[src/rtl/ps2_tx_multi.sv]
// ps2_tx_multi
//
// Bank of CHANNELS independent PS/2 device-side transmitters. Each channel
// owns a byte FIFO of depth 2^FIFO_BITS. One free-running divider supplies the
// shared PS/2 clock phase for every channel. When the host pulls the clock
// line low (inhibit), a frame is aborted and the byte is retried after
// release. Each channel also has a flush strobe and a sticky overflow flag.
//
// Ports
//   clk_sys     system clock; all logic runs on its rising edge
//   reset       asynchronous, active-high; clears everything
//   wr          one-cycle push strobe
//   wr_chan     channel that receives wr_data; values >= CHANNELS are ignored
//   wr_data     byte to push
//   flush       per-channel flush strobe (FIFO and transmitter)
//   clear_ovf   per-channel strobe that clears overflow
//   ps2_clk_in  sensed host clock line per channel (0 = inhibit), asynchronous
//   ps2_clk     PS/2 clock output per channel
//   ps2_data    PS/2 data output per channel
//   busy        frame in progress (transmitter not idle)
//   empty       FIFO empty
//   full        FIFO full
//   overflow    sticky: a push to a full FIFO was dropped
//
// Handshake: wr is a fire-and-forget strobe with no ready. A byte is accepted
// when its channel is not full in that cycle. Otherwise it is dropped and
// overflow is set.
module ps2_tx_multi #(
    parameter int CHANNELS  = 2,
    parameter int FIFO_BITS = 3,
    parameter int PS2DIV    = 100
) (
    input  logic                clk_sys,
    input  logic                reset,
    input  logic                wr,
    input  logic [2:0]          wr_chan,
    input  logic [7:0]          wr_data,
    input  logic [CHANNELS-1:0] flush,
    input  logic [CHANNELS-1:0] clear_ovf,
    input  logic [CHANNELS-1:0] ps2_clk_in,
    output logic [CHANNELS-1:0] ps2_clk,
    output logic [CHANNELS-1:0] ps2_data,
    output logic [CHANNELS-1:0] busy,
    output logic [CHANNELS-1:0] empty,
    output logic [CHANNELS-1:0] full,
    output logic [CHANNELS-1:0] overflow
);

    localparam int DEPTH = 1 << FIFO_BITS;
    localparam int CW    = (PS2DIV > 1) ? $clog2(PS2DIV) : 1;
    localparam logic [CW-1:0] DIV_LAST = CW'(PS2DIV - 1);

    // Transmitter states. States 1..8 shift out data bits.
    localparam logic [3:0] ST_IDLE   = 4'd0;
    localparam logic [3:0] ST_PARITY = 4'd9;
    localparam logic [3:0] ST_STOP   = 4'd10;
    localparam logic [3:0] ST_DONE   = 4'd11;

    // Shared divider: clk_ps2 toggles every PS2DIV cycles.
    logic [CW-1:0] div_cnt;
    logic          clk_ps2;
    logic          rise;

    always_ff @(posedge clk_sys or posedge reset) begin
        if (reset) begin
            div_cnt <= '0;
            clk_ps2 <= 1'b0;
        end else if (div_cnt == DIV_LAST) begin
            div_cnt <= '0;
            clk_ps2 <= ~clk_ps2;
        end else begin
            div_cnt <= div_cnt + 1'b1;
        end
    end

    // This is the cycle in which clk_ps2 goes from 0 to 1.
    assign rise = (div_cnt == DIV_LAST) && !clk_ps2;

    for (genvar ch = 0; ch < CHANNELS; ch++) begin : g_chan
        logic [7:0]           mem [DEPTH];
        logic [FIFO_BITS-1:0] wr_ptr;
        logic [FIFO_BITS-1:0] rd_ptr;
        logic [FIFO_BITS:0]   level;
        logic [3:0]           state;
        logic [7:0]           shreg;
        logic                 parity;
        logic                 data_q;
        logic                 ovf_q;
        logic [1:0]           sync_q;
        logic                 sel;
        logic                 is_full;
        logic                 is_empty;
        logic                 push;
        logic                 drop;
        logic                 pop;
        logic                 line_ok;

        assign sel      = wr && (wr_chan == 3'(ch));
        // Level never exceeds DEPTH, so its MSB alone marks full.
        assign is_full  = level[FIFO_BITS];
        assign is_empty = (level == '0);
        // A flush in the same cycle discards the byte without flagging overflow.
        assign push     = sel && !is_full && !flush[ch];
        assign drop     = sel &&  is_full && !flush[ch];
        assign line_ok  = sync_q[1];
        // The byte leaves the FIFO only when the stop bit goes out.
        assign pop      = rise && (state == ST_STOP) && line_ok && !flush[ch];

        always_ff @(posedge clk_sys or posedge reset) begin
            if (reset) begin
                sync_q <= 2'b11;
            end else begin
                sync_q <= {sync_q[0], ps2_clk_in[ch]};
            end
        end

        always_ff @(posedge clk_sys) begin
            if (push) begin
                mem[wr_ptr] <= wr_data;
            end
        end

        always_ff @(posedge clk_sys or posedge reset) begin
            if (reset) begin
                wr_ptr <= '0;
                rd_ptr <= '0;
                level  <= '0;
                state  <= ST_IDLE;
                shreg  <= 8'h00;
                parity <= 1'b0;
                data_q <= 1'b1;
                ovf_q  <= 1'b0;
            end else begin
                // If a byte is dropped in the same cycle, the set overrides the clear.
                if (clear_ovf[ch]) begin
                    ovf_q <= 1'b0;
                end
                if (drop) begin
                    ovf_q <= 1'b1;
                end

                if (flush[ch]) begin
                    wr_ptr <= '0;
                    rd_ptr <= '0;
                    level  <= '0;
                    state  <= ST_IDLE;
                    data_q <= 1'b1;
                end else begin
                    if (push) begin
                        wr_ptr <= wr_ptr + 1'b1;
                    end
                    if (pop) begin
                        rd_ptr <= rd_ptr + 1'b1;
                    end
                    if (push && !pop) begin
                        level <= level + 1'b1;
                    end else if (pop && !push) begin
                        level <= level - 1'b1;
                    end

                    if (rise) begin
                        if (state == ST_IDLE) begin
                            if (!is_empty && line_ok) begin
                                shreg  <= mem[rd_ptr];
                                data_q <= 1'b0;
                                parity <= 1'b1;
                                state  <= 4'd1;
                            end
                        end else if (state != ST_DONE && !line_ok) begin
                            // Host inhibit: abort. The byte stays queued for a retry.
                            state  <= ST_IDLE;
                            data_q <= 1'b1;
                        end else begin
                            case (state)
                                ST_PARITY: begin
                                    data_q <= parity;
                                    state  <= ST_STOP;
                                end
                                ST_STOP: begin
                                    data_q <= 1'b1;
                                    state  <= ST_DONE;
                                end
                                ST_DONE: begin
                                    state <= ST_IDLE;
                                end
                                default: begin
                                    // States 1..8 send LSB first.
                                    data_q <= shreg[0];
                                    parity <= parity ^ shreg[0];
                                    shreg  <= {1'b0, shreg[7:1]};
                                    state  <= state + 4'd1;
                                end
                            endcase
                        end
                    end
                end
            end
        end

        assign ps2_clk[ch]  = clk_ps2 | (state == ST_IDLE);
        assign ps2_data[ch] = data_q;
        assign busy[ch]     = (state != ST_IDLE);
        assign empty[ch]    = is_empty;
        assign full[ch]     = is_full;
        assign overflow[ch] = ovf_q;
    end

endmodule
[config.mk]
export PLATFORM = sky130hd
export DESIGN_NAME = ps2_tx_multi
export DESIGN_NICKNAME = d
export VERILOG_FILES = /design/src/rtl/ps2_tx_multi.sv
export SDC_FILE = /design/constraint.sdc
export NUM_CORES = 1
export LEC_CHECK = 0
export ABC_CLOCK_PERIOD_IN_PS = 2800
export BUFFER_PORTS_ARGS = -buffer_cell sky130_fd_sc_hd__buf_2
export CELL_PAD_IN_SITES_DETAIL_PLACEMENT = 1
export CELL_PAD_IN_SITES_GLOBAL_PLACEMENT = 1
export CORE_MARGIN = 3
export CORE_UTILIZATION = 50
export CTS_CLUSTER_SIZE = 10
export DETAILED_ROUTE_END_ITERATION = 8
export PLACE_DENSITY_LB_ADDON = 0.3
export SLEW_MARGIN = 10
export SYNTH_ARGS = -nofsm -noshare
export SYNTH_HDL_FRONTEND = slang
export SYNTH_SLANG_ARGS = --single-unit
export TNS_END_PERCENT = 100
[constraint.sdc]
create_clock -name clk_sys -period 2.8 [get_ports clk_sys]
set_clock_uncertainty 0.05 [all_clocks]
set_input_delay 0.84 -clock clk_sys [delete_from_list [all_inputs] [get_ports clk_sys]]
set_output_delay 0.84 -clock clk_sys [all_outputs]
set_load 0.01 [all_outputs]
==> results of run 1 <==
==> worst max-delay path, stage by stage, from the launching register on <==
cell and delay [ns]:
dfrtp_1 0.43, inv_1 0.11, ha_2 0.23, nor3b_4 0.17
or2_2 0.29, buf_2 0.14
==> kinds of logic (layout without fill, tap and decap cells) <==
logic type	count (synthesis)	count (layout)	synth area share
simple gates	159	159	0.102
buf+inv	54	120	0.0297
xor+xnor	17	17	0.0195
mux	64	64	0.123
compound gates	88	88	0.0675
fa+ha+maj	19	19	0.0294
flops	190	190	0.629
==> cell usage in the layout, fill, tap and decap left out, drive strengths merged, types with 4 or more instances in the layout <==
cell type,count
mux4,32
xnor2,9
dfstp,6
dfrtp,56
nand3,18
mux2i,23
mux2,9
a211oi,7
nor2b,4
clkbuf,17
nand2b,8
buf,66
xor2,8
nand2,41
nor3,10
o41ai,4
nor3b,7
a21o,5
o21ai,31
a21oi,21
inv,29
ha,17
nor2,42
and3,4
clkinv,8
edfxtp,128
nor4,9
==> registers in the layout, summed over array words and instances (netlist names) <==
name,count
clk_ps2,1
div_cnt,7
g_chan.data_q,2
g_chan.level,8
g_chan.mem,128
g_chan.ovf_q,2
g_chan.parity,2
g_chan.rd_ptr,6
g_chan.shreg,16
g_chan.state,8
g_chan.sync_q,4
g_chan.wr_ptr,6
==> per-layer routing <==
layer	routed length (um)	global-route usage	vias up
li1	-	-	2345
met4	224	0.0543	0
met1	8630	0.299	2695
met3	591	0.0449	19
met5	0	0	-
met2	9900	0.368	90
==> metrics by stage <==
step | instances | area (um2) | total power, W
3_5_place_dp | 842 | 9100 | 0.00323
5_1_grt | 877 | 9750 | 0.00584
6_report | 877 | 9750 | 0.00565
2_1_floorplan | 591 | 8590 | 0.00315
4_1_cts | 875 | 9730 | 0.00571
3_3_place_gp | 842 | 9100 | 0.00322
==> power breakdown <==
group	leakage, nW	switching (W)	internal, W
clock network	0.299	0.00125	0.00123
registers	1.98	0.0000128	0.00301
logic	1.39	0.0000982	0.0000455
total	3.66	0.00136	0.00429
==> area by class of cell <==
type,count,area [um2]
fill,1607,6950
sequential,190,5400
multi-input combinational,347,2940
timing repair buffer,66,430
clock buffer,17,425
tap,220,275
clock inverter,15,196
inverter,22,82.6
==> Yosys cell counts, types with 3 or more instances <==
master / count / share of area
mux2i_1: 23 / 0.027
mux4_2: 32 / 0.084
nor2_1: 40 / 0.017
nor3_1: 10 / 0.0058
o41ai_1: 3 / 0.0031
nor2b_1: 4 / 0.0029
xnor2_1: 8 / 0.0082
dfrtp_1: 56 / 0.16
buf_2: 9 / 0.0052
xor2_1: 8 / 0.0082
a21oi_1: 20 / 0.012
nand3_1: 16 / 0.0093
mux2_2: 9 / 0.012
nand2_1: 40 / 0.017
and3_1: 3 / 0.0022
clkbuf_1: 10 / 0.0044
edfxtp_1: 128 / 0.45
o21ai_0: 29 / 0.017
nand2b_1: 8 / 0.0058
a211oi_1: 5 / 0.0044
dfstp_2: 6 / 0.018
a21o_1: 5 / 0.0044
nor4_1: 8 / 0.0058
ha_1: 17 / 0.025
buf_4: 11 / 0.0096
nor3b_1: 5 / 0.0044
inv_1: 21 / 0.0092
==> what timing repair did <==
| action | in CTS | in global routing |
|---|---|---|
| pin swaps | 0 | 0 |
| buffers inserted | 1 | 2 |
| setup endpoints to repair | 2 | 3 |
| gates resized for setup | 1 | 3 |
==> path summary, 6_finish.rpt <==
check | from | endpoint | slack (ns)
max reg2reg | g_chan[1].state[0]$_DFFE_PP0P_ | g_chan[1].shreg[4]$_DFFE_PP0P_ | 0.17
max | g_chan[1].state[0]$_DFFE_PP0P_ | ps2_clk[1] | 0.12
max in group asynchronous | reset | g_chan[0].data_q$_DFFE_PP1P_ | 1.80
min reg2reg | g_chan[1].sync_q[0]$_DFF_PP1_ | g_chan[1].sync_q[1]$_DFF_PP1_ | 0.31
min in group clk_sys | g_chan[1].sync_q[0]$_DFF_PP1_ | g_chan[1].sync_q[1]$_DFF_PP1_ | 0.31
min | reset | div_cnt[2]$_DFF_PP0_ | 0.28
==> results.md, run 1 <==
* Clock-pin slew on the worst setup and hold paths at 0.08 ns
* Crit. End Element: output pin
* Synth cell types at 71
* Top_reg_cell synth: edfxtp_1
* Starting DRT DRC Count at 374
* Largest net degree at the start of global routing at 52
* Routed WL at 19400 um
* TritonCTS buffer count at 17
* IO Port Bufs at 31
* Fin. Hold Viols at 0
* Crit path time final at roughly 2.7 ns
* Post-DRT Antenna Nets at 0
* Clock Root Buffer: clkbuf_16
* Avg Vias per Cell at around 5.9
* I/O pin cnt at 32
* Die width at between 100 and 150 um
* Core footprint at 0.0167 mm2
* Number of synthesized register bits at between 150 and 200
* Initial Util at 0.514
* Hold slack at 0.282 ns
* Vias in the first global route at ~5500
* Max IR drop VDD at a little over 400 uV
* Run status: completed
* Ys Warns at 0
* Worst min-delay path class: primary input to asynchronous set/reset pin
* Layout net count at between 600 and 700
* Worst-Margin Slew at approximately 0.72 ns
* Max Root-Sink Buffers at 2
* Setup ws final at 0.120 ns
* Drt first pass iters at 5
* Fmax at roughly 370 MHz
* Pre-CTS setup slack at -0.153 ns
* Fin crit share at 0.957
* Clock Latency Late Sink at around 0.44 ns
* TritonCTS Sinks at 190
* Max-slew violations at 0
* Worst-path fanout max at 5
* Antenna violations before repair at 0
* Layout cells sized above 1 at 0.260
* Setup violations, final at 0
* Syn nets at 630
* EDFF count, synth at around 130
* Max Cap Viol at 0
* Final GP Congestion at just over 0.8
* Drc violations at 0
* RSZ-0062 raised after global routing: false
* Post-synthesis async set-or-reset flop share at 0.326
* CTS tree: done
* Slew margin rel. at 0.519
* WP data arrival at 1.79 ns
* Reg2Reg Depth at 6
* Leak Pwr at roughly 3.7 nW
* Hold_buf cts at 0
* Power per cell area at between 500 and 600 mW/mm2
* Syn avg cell area at 14.5 um2
* Util after Layout at 0.584
* First-pass GRT wire length at 31000 um
* Mapped Area at between 0.008 and 0.009 mm2
* Htree depth at 4
* Antenna Cells at 0
* Die height at ~140 um
* # rows at 47
* Wire length per cell at roughly 22 um
* P&R area growth vs syn at 13.6%
* Sequential fraction of the synthesis area at 0.629
* Worst setup SP type: flop
* Setup TNS at 0 ns
* Setup Crit Path Kind: flop to output pin
* Synth Instances at just under 600
* GR Overflow Total at 0
* DR vias at between 5000 and 6000
* CP required at roughly 1.9 ns
* Global Route Usage Sum at 0.220
* Die area at between 0.015 and 0.02 mm2
* HPWL after DPL at ~13000 um
(Power assumes the default switching activity.)
==> run 2, diff against run 1 <==
- ABC_AREA: not set -> 1
- CORE_UTILIZATION: 50 -> 49
==> run 2 against run 1 <==
Compared with the run above: count of clock-buffer cells in the layout grew 1; combinational power is 140% higher; total power increased by 0.94%; worst hold slack improved by 0.026 ns; clock power is 8.1% lower; cell area fell by 1.4%; utilization shrank 1.2 points; area after synthesis fell by 0.31%; routed wire length rose by 16%; final cell count rose by 26%; first-iteration DRC count grew 59%; critical path type unchanged; critical endpoint is now ps2_clk[0]; highest routed layer unchanged.
==> results.md, run 2 <==
* Most frequent cells in the layout: nand2_1 (150), edfxtp_1 (128), nor2_1 (115), o21ai_0 (92), inv_1 (58)
* Worst-path fanout max at 12
* HPWL after DPL at 14800 um
* Xor/xnor share of the synthesized area at 0.00614
* Initial Util at 0.509
* Ys Warns at 0
* Hold slack at a little over 0.3 ns
* Power per cell area at around 600 mW/mm2
* Drt first pass iters at 5
* Worst min-delay path class: flop to flop
* DR vias at roughly 6200
* Drc violations at 0
* Syn nets at approximately 860
* Htree depth at 4
* Reg2reg start: g_chan[0].state[0]$_DFFE_PP0P_
* Adder-Cell Fraction of Synth Area at 0.0295
* Die height at between 100 and 150 um
* Core footprint at between 0.015 and 0.02 mm2
* Worst setup SP type: flop
* Synth Area in Simple Gates at 0.184
* Sequential fraction of the synthesis area at 0.631
* Synth cell types at between 40 and 50
* HP Start: g_chan[1].sync_q[0]$_DFF_PP1_
* Worst-Margin Slew at around 0.91 ns
* Most frequent CP cell: nand2_1
* Util after Layout at 0.571
* Fin. Hold Viols at 0
* Layout cells sized above 1 at 0.149
* Leak Pwr at between 3 and 4 nW
* Layout net count at a little over 900
* Slowest stage cell, crit path: dfrtp_1
* Top reg by flops: g_chan.mem
* Setup Crit Path Kind: flop to output pin
* Top_reg_cell synth: edfxtp_1
* CP required at roughly 1.9 ns
* Hold_buf cts at 0
* TritonCTS Sinks at between 150 and 200
* Max-slew violations at 0
* Clock Root Buffer: clkbuf_16
* Die width at roughly 140 um
* Placed insts at roughly 1100
* Post-DRT Antenna Nets at 0
* Area of the multi-input gates at about 0.0027 mm2
* Critical path startpoint: g_chan[0].state[0]$_DFFE_PP0P_
* Non-Filler Instances at ~1100
* Wire length per cell at between 20 and 25 um
* IO Port Bufs at 31
* Number of synthesized register bits at 190
* WP data arrival at between 1.5 and 2 ns
* Antenna Cells at 0
* Commonest cells post-synth: nand2_1 (150), edfxtp_1 (128), nor2_1 (116), o21ai_0 (92), inv_1 (60)
* Setup bufs post-CTS at 0
* Largest net degree at the start of global routing at just over 40
* P&R area growth vs syn at 12.3%
* CTS tree: done
* First-pass GRT wire length at between 30000 and 40000 um
* Fin crit share at 0.946
* Syn avg cell area at roughly 10 um2
* CP Cell Sequence: inv_1, ha_1, nand2_1, nor2_2, inv_2, nand2_1, buf_2
* Antenna violations before repair at 0
* Post-synthesis mux area share at 0
* Synth area leader: edfxtp_1
* Avg Vias per Cell at 5.66
* CP peak stage delay at around 0.42 ns
* Slew margin rel. at 0.396
* GR Overflow Total at 0
* Mapped Area at 0.00856 mm2
* Max IR drop VDD at 471 uV
* Synth Instances at 825
* Routed WL at around 22000 um
* # rows at between 40 and 50
* Top-area cell type share of the netlist area at 0.449
* Storage element area at 0.00540 mm2
* EDFF count, synth at between 100 and 150
* Final GP Congestion at about 0.86
* Largest regs: g_chan.mem: 128 flops, g_chan.shreg: 16 flops
* Setup TNS at 0 ns
* Post-cts repair resize count at 0
* Most common cell after layout, fill and taps aside: nand2_1
* Max Root-Sink Buffers at 2
* Max Cap Viol at 0
* Vias in the first global route at around 6800
* Setup violations, final at 0
* Crit path time final at about 2.6 ns
* Crit. End Element: output pin
* Clock Latency Late Sink at 0.43 ns
* Run status: completed
* Dominant combinational cell family by area after synthesis: simple AND/OR/NAND/NOR gates
* Count leader, synth: nand2_1
* Max reg flops at approximately 130
* Die area at about 0.019 mm2
* Starting DRT DRC Count at about 600
* Post-synthesis async set-or-reset flop share at 0.326
* Post-synthesis compound-gate area fraction at 0.0985
* I/O pin cnt at 32
* Fill cell count at between 1500 and 2000
* Fmax at 377 MHz
* Final Instance Area at 0.00961 mm2
* Clock-pin slew on the worst setup and hold paths at approximately 0.070 ns
* Placed inst area at 0.00905 mm2
* Global Route Usage Sum at 0.241
* RSZ-0062 raised after global routing: false
* Synth area leaders: edfxtp_1 (45%), dfrtp_1 (16%), nand2_1 (6.6%)
* TritonCTS buffer count at 17
-- run 2: cell families (layout without fill, tap and decap cells) --
kind of cell | count (synthesis) | after routing
simple gates | 359 | 359
flops | 190 | 190
compound gates | 150 | 150
buf+inv | 101 | 159
fa+ha+maj | 19 | 19
xor+xnor | 6 | 6
-- run 2: cell type report --
class                   count  area share
clock buffers              18      0.0446
clock inverters            14      0.0125
inverters                  67      0.0272
multi-input cells         534       0.285
flip-flops and latches    190       0.562
well taps                 220      0.0286
repair buffers             60      0.0401
-- run 2: final timing paths --
path / end / slack (ns) / cells after the start
setup / recovery: ps2_clk[0] / 0.15 / 7
min in group asynchronous: g_chan[1].state[2]$_DFFE_PP0P_ / 0.40 / 2
hold / removal: g_chan[1].sync_q[1]$_DFF_PP1_ / 0.31 / 0
hold reg to reg: g_chan[1].sync_q[1]$_DFF_PP1_ / 0.31 / 0
setup reg to reg: g_chan[0].level[3]$_DFFE_PP0P_ / 0.46 / 13
max in group asynchronous: g_chan[0].sync_q[1]$_DFF_PP1_ / 1.63 / 3
-- run 2: layer usage --
metal	track usage	vias to the layer above	wire length, um
li1	-	2907	-
met1	0.312	3142	9590
met2	0.413	154	11500
met3	0.0397	40	915
met4	0.0858	0	501
met5	0	-	0
-- run 2: worst max-delay path: cells and delay by family, from the launching register on --
family	cells	cell delay [ns]
adders and majority gates	1	0.16
and+or+nand+nor	3	0.33
DFF	1	0.42
buffers and inverters	3	0.42
-- run 2: power by group --
group	switching, W	leakage (nW)	internal (W)
registers	0.0000310	1.96	0.00304
logic	0.000235	1.68	0.000113
clock network	0.00106	0.250	0.00122
-- run 2: metrics by stage --
| step | total power (W) | setup slack, ns |
|---|---|---|
| 6_report | 0.00570 | 0.151 |
| 5_1_grt | 0.00590 | 0.0376 |
| 4_1_cts | 0.00574 | 0.0183 |
| 3_5_place_dp | 0.00348 | 0.122 |
| 3_3_place_gp | 0.00345 | 0.302 |
| 2_1_floorplan | 0.00336 | 0.273 |
==> run 3, diff against run 2 <==
- ABC_CLOCK_PERIOD_IN_PS: 2800 -> 2200
- CORE_UTILIZATION: 49 -> 44
- clock period: 2.8 -> 2.2 ns (I/O delays scaled with it)
==> run 3 against run 2 <==
Compared with the run above: the flow now finishes with violations (negative setup slack); worst hold slack got worse by 0.13 ns; non-clock buffer count grew 30; total power rose by 31%; flip-flop and latch count stayed put; clock power rose by 34%; critical path depth did not move; largest power group unchanged.
==> results.md, run 3 (synthesis gave the netlist of run 2 again) <==
* Final GP Congestion at around 0.84
* Max-slew violations at 0
* Die width at 145 um
* Setup violations, final at 1
* Crit path time final at approximately 2.2 ns
* HPWL after DPL at 15100 um
* WP data arrival at approximately 1.5 ns
* First-pass GRT wire length at 35700 um
* CP peak stage delay at about 0.4 ns
* Antenna violations before repair at 0
* Slowest stage cell, crit path: dfrtp_1
* RSZ-0062 raised after global routing: true
* CTS tree: done
* Worst-path fanout max at 5
* Max reg flops at between 100 and 150
* Most common cell after layout, fill and taps aside: nand2_1
* Drt first pass iters at 5
* Routed WL at ~22000 um
* Clock Root Buffer: clkbuf_16
* Global Route Usage Sum at 0.214
* Max Root-Sink Buffers at 2
* Htree depth at 4
* Most frequent cells in the layout: nand2_1 (149), edfxtp_1 (128), nor2_1 (114), o21ai_0 (92), buf_4 (57)
* Power per cell area at 741 mW/mm2
* Fin crit share at 1.00
* Vias in the first global route at 6766
* Largest net degree at the start of global routing at 43
* Post-DRT Antenna Nets at 0
* Max Cap Viol at 0
* TritonCTS Sinks at 190
* Crit. End Element: output pin
* Worst setup SP type: flop
* Die area at 0.0212 mm2
* Worst-Margin Slew at about 0.7 ns
* Run status: finished, violations left
* CP required at approximately 1.5 ns
* Clock Latency Late Sink at between 0.4 and 0.5 ns
* Pre-CTS setup slack at -0.236 ns
* Setup ws final at -0.00640 ns
* Starting DRT DRC Count at ~410
* Setup Crit Path Kind: flop to output pin
* TritonCTS buffer count at 17
* Critical path startpoint: g_chan[0].state[0]$_DFFE_PP0P_
* P&R area growth vs syn at 17.3%
* Clock-pin slew on the worst setup and hold paths at 0.08 ns
* Initial Util at 0.453
* Worst min-delay path class: primary input to asynchronous set/reset pin
* Core footprint at roughly 0.019 mm2
* # rows at 50
* Placed inst area at just over 0.009 mm2
* I/O pin cnt at 32
* Hold_buf cts at 0
* IO Port Bufs at 31
* Wire length per cell at between 15 and 20 um
* Drc violations at 0
* Antenna Cells at 0
* Layout net count at approximately 940
* Layout cells sized above 1 at 0.200
* GR Overflow Total at 0
* Die height at ~150 um
* Failing checks: negative setup slack
* Largest regs: g_chan.mem: 128 flops, g_chan.shreg: 16 flops
* CP Cell Sequence: inv_2, ha_4, nand2_4, nor2_4, inv_4, nand2_1, buf_2
* Top reg by flops: g_chan.mem
* Final Instance Area at roughly 0.010 mm2
* Fmax at between 400 and 500 MHz
* Leak Pwr at 4.08 nW
* Avg Vias per Cell at around 5.3
* DR vias at between 6000 and 7000
* Fin. Hold Viols at 0
* Max IR drop VDD at between 400 and 500 uV
* Reg2reg start: g_chan[0].state[0]$_DFFE_PP0P_
* Slew margin rel. at 0.531
## run 3: cell count changes in the layout (fill, tap and decap cells not counted), sizes merged
cell,delta
inv,+7
clkinvlp,-5
clkbuf,-1
clkinv,-1
buf,+30
## run 3: worst max-delay path, delay by kind of cell, from the launching register on
| kind | cells | cell delay [ns] |
|---|---|---|
| buf+inv | 3 | 0.29 |
| fa+ha+maj | 1 | 0.15 |
| simple gates | 3 | 0.22 |
| flops | 1 | 0.40 |
## run 3: per-stage QoR
| stage | TNS [ns] | std cells | hold slack, ns | utilization | total power [W] |
|---|---|---|---|---|---|
| 5_1_grt | -0.620 | 1173 | 0.204 | 0.532 | 0.00771 |
| 2_1_floorplan | -8.97 | 825 | 0.295 | - | 0.00427 |
| 3_5_place_dp | -13.03 | 1127 | 0.300 | 0.490 | 0.00445 |
| 4_1_cts | -0.0169 | 1165 | 0.191 | 0.525 | 0.00748 |
| 6_report | -0.00640 | 1173 | 0.183 | 0.532 | 0.00745 |
| 3_3_place_gp | -1.33 | 1127 | 0.296 | 0.490 | 0.00441 |
## run 3: per-layer routing
layer	GRT usage	wire [um]
met4	0.0632	370
met5	0	0
met3	0.0402	1040
met2	0.371	11400
met1	0.276	9600
## run 3: final cells by class
| class | count | area [um2] |
|---|---|---|
| clock buffers | 17 | 425 |
| clock inverters | 15 | 153 |
| fillers | 2090 | 8850 |
| inverters | 67 | 268 |
| multi-input cells | 534 | 2860 |
| flip-flops and latches | 190 | 5400 |
| well taps | 260 | 325 |
| repair buffers | 90 | 614 |
## run 3: final timing paths
check | to | cells after the start | slack, ns
hold / removal | g_chan[0].state[3]$_DFFE_PP0P_ | 2 | 0.18
hold reg to reg | g_chan[1].sync_q[1]$_DFF_PP1_ | 0 | 0.30
max in group asynchronous | g_chan[1].sync_q[0]$_DFF_PP1_ | 3 | 1.28
setup reg to reg | g_chan[0].level[1]$_DFFE_PP0P_ | 11 | 0.06
setup / recovery | ps2_clk[0] | 7 | -0.006
min in group clk_sys | g_chan[0].sync_q[0]$_DFF_PP1_ | 1 | 0.27
## run 3: where the power goes
part,internal (W),total [W],switching (W)
clock,0.00161,0.00306,0.00145
sequential,0.00387,0.00391,0.0000448
combinational,0.000166,0.000472,0.000306
## run 3: timing repair
action                                  CTS  global route
setup buffers                             6             8
pin swaps                                 2             9
endpoints found under the hold margin     0             0
gates resized for setup                  12            15
endpoints found under the setup margin    7             8
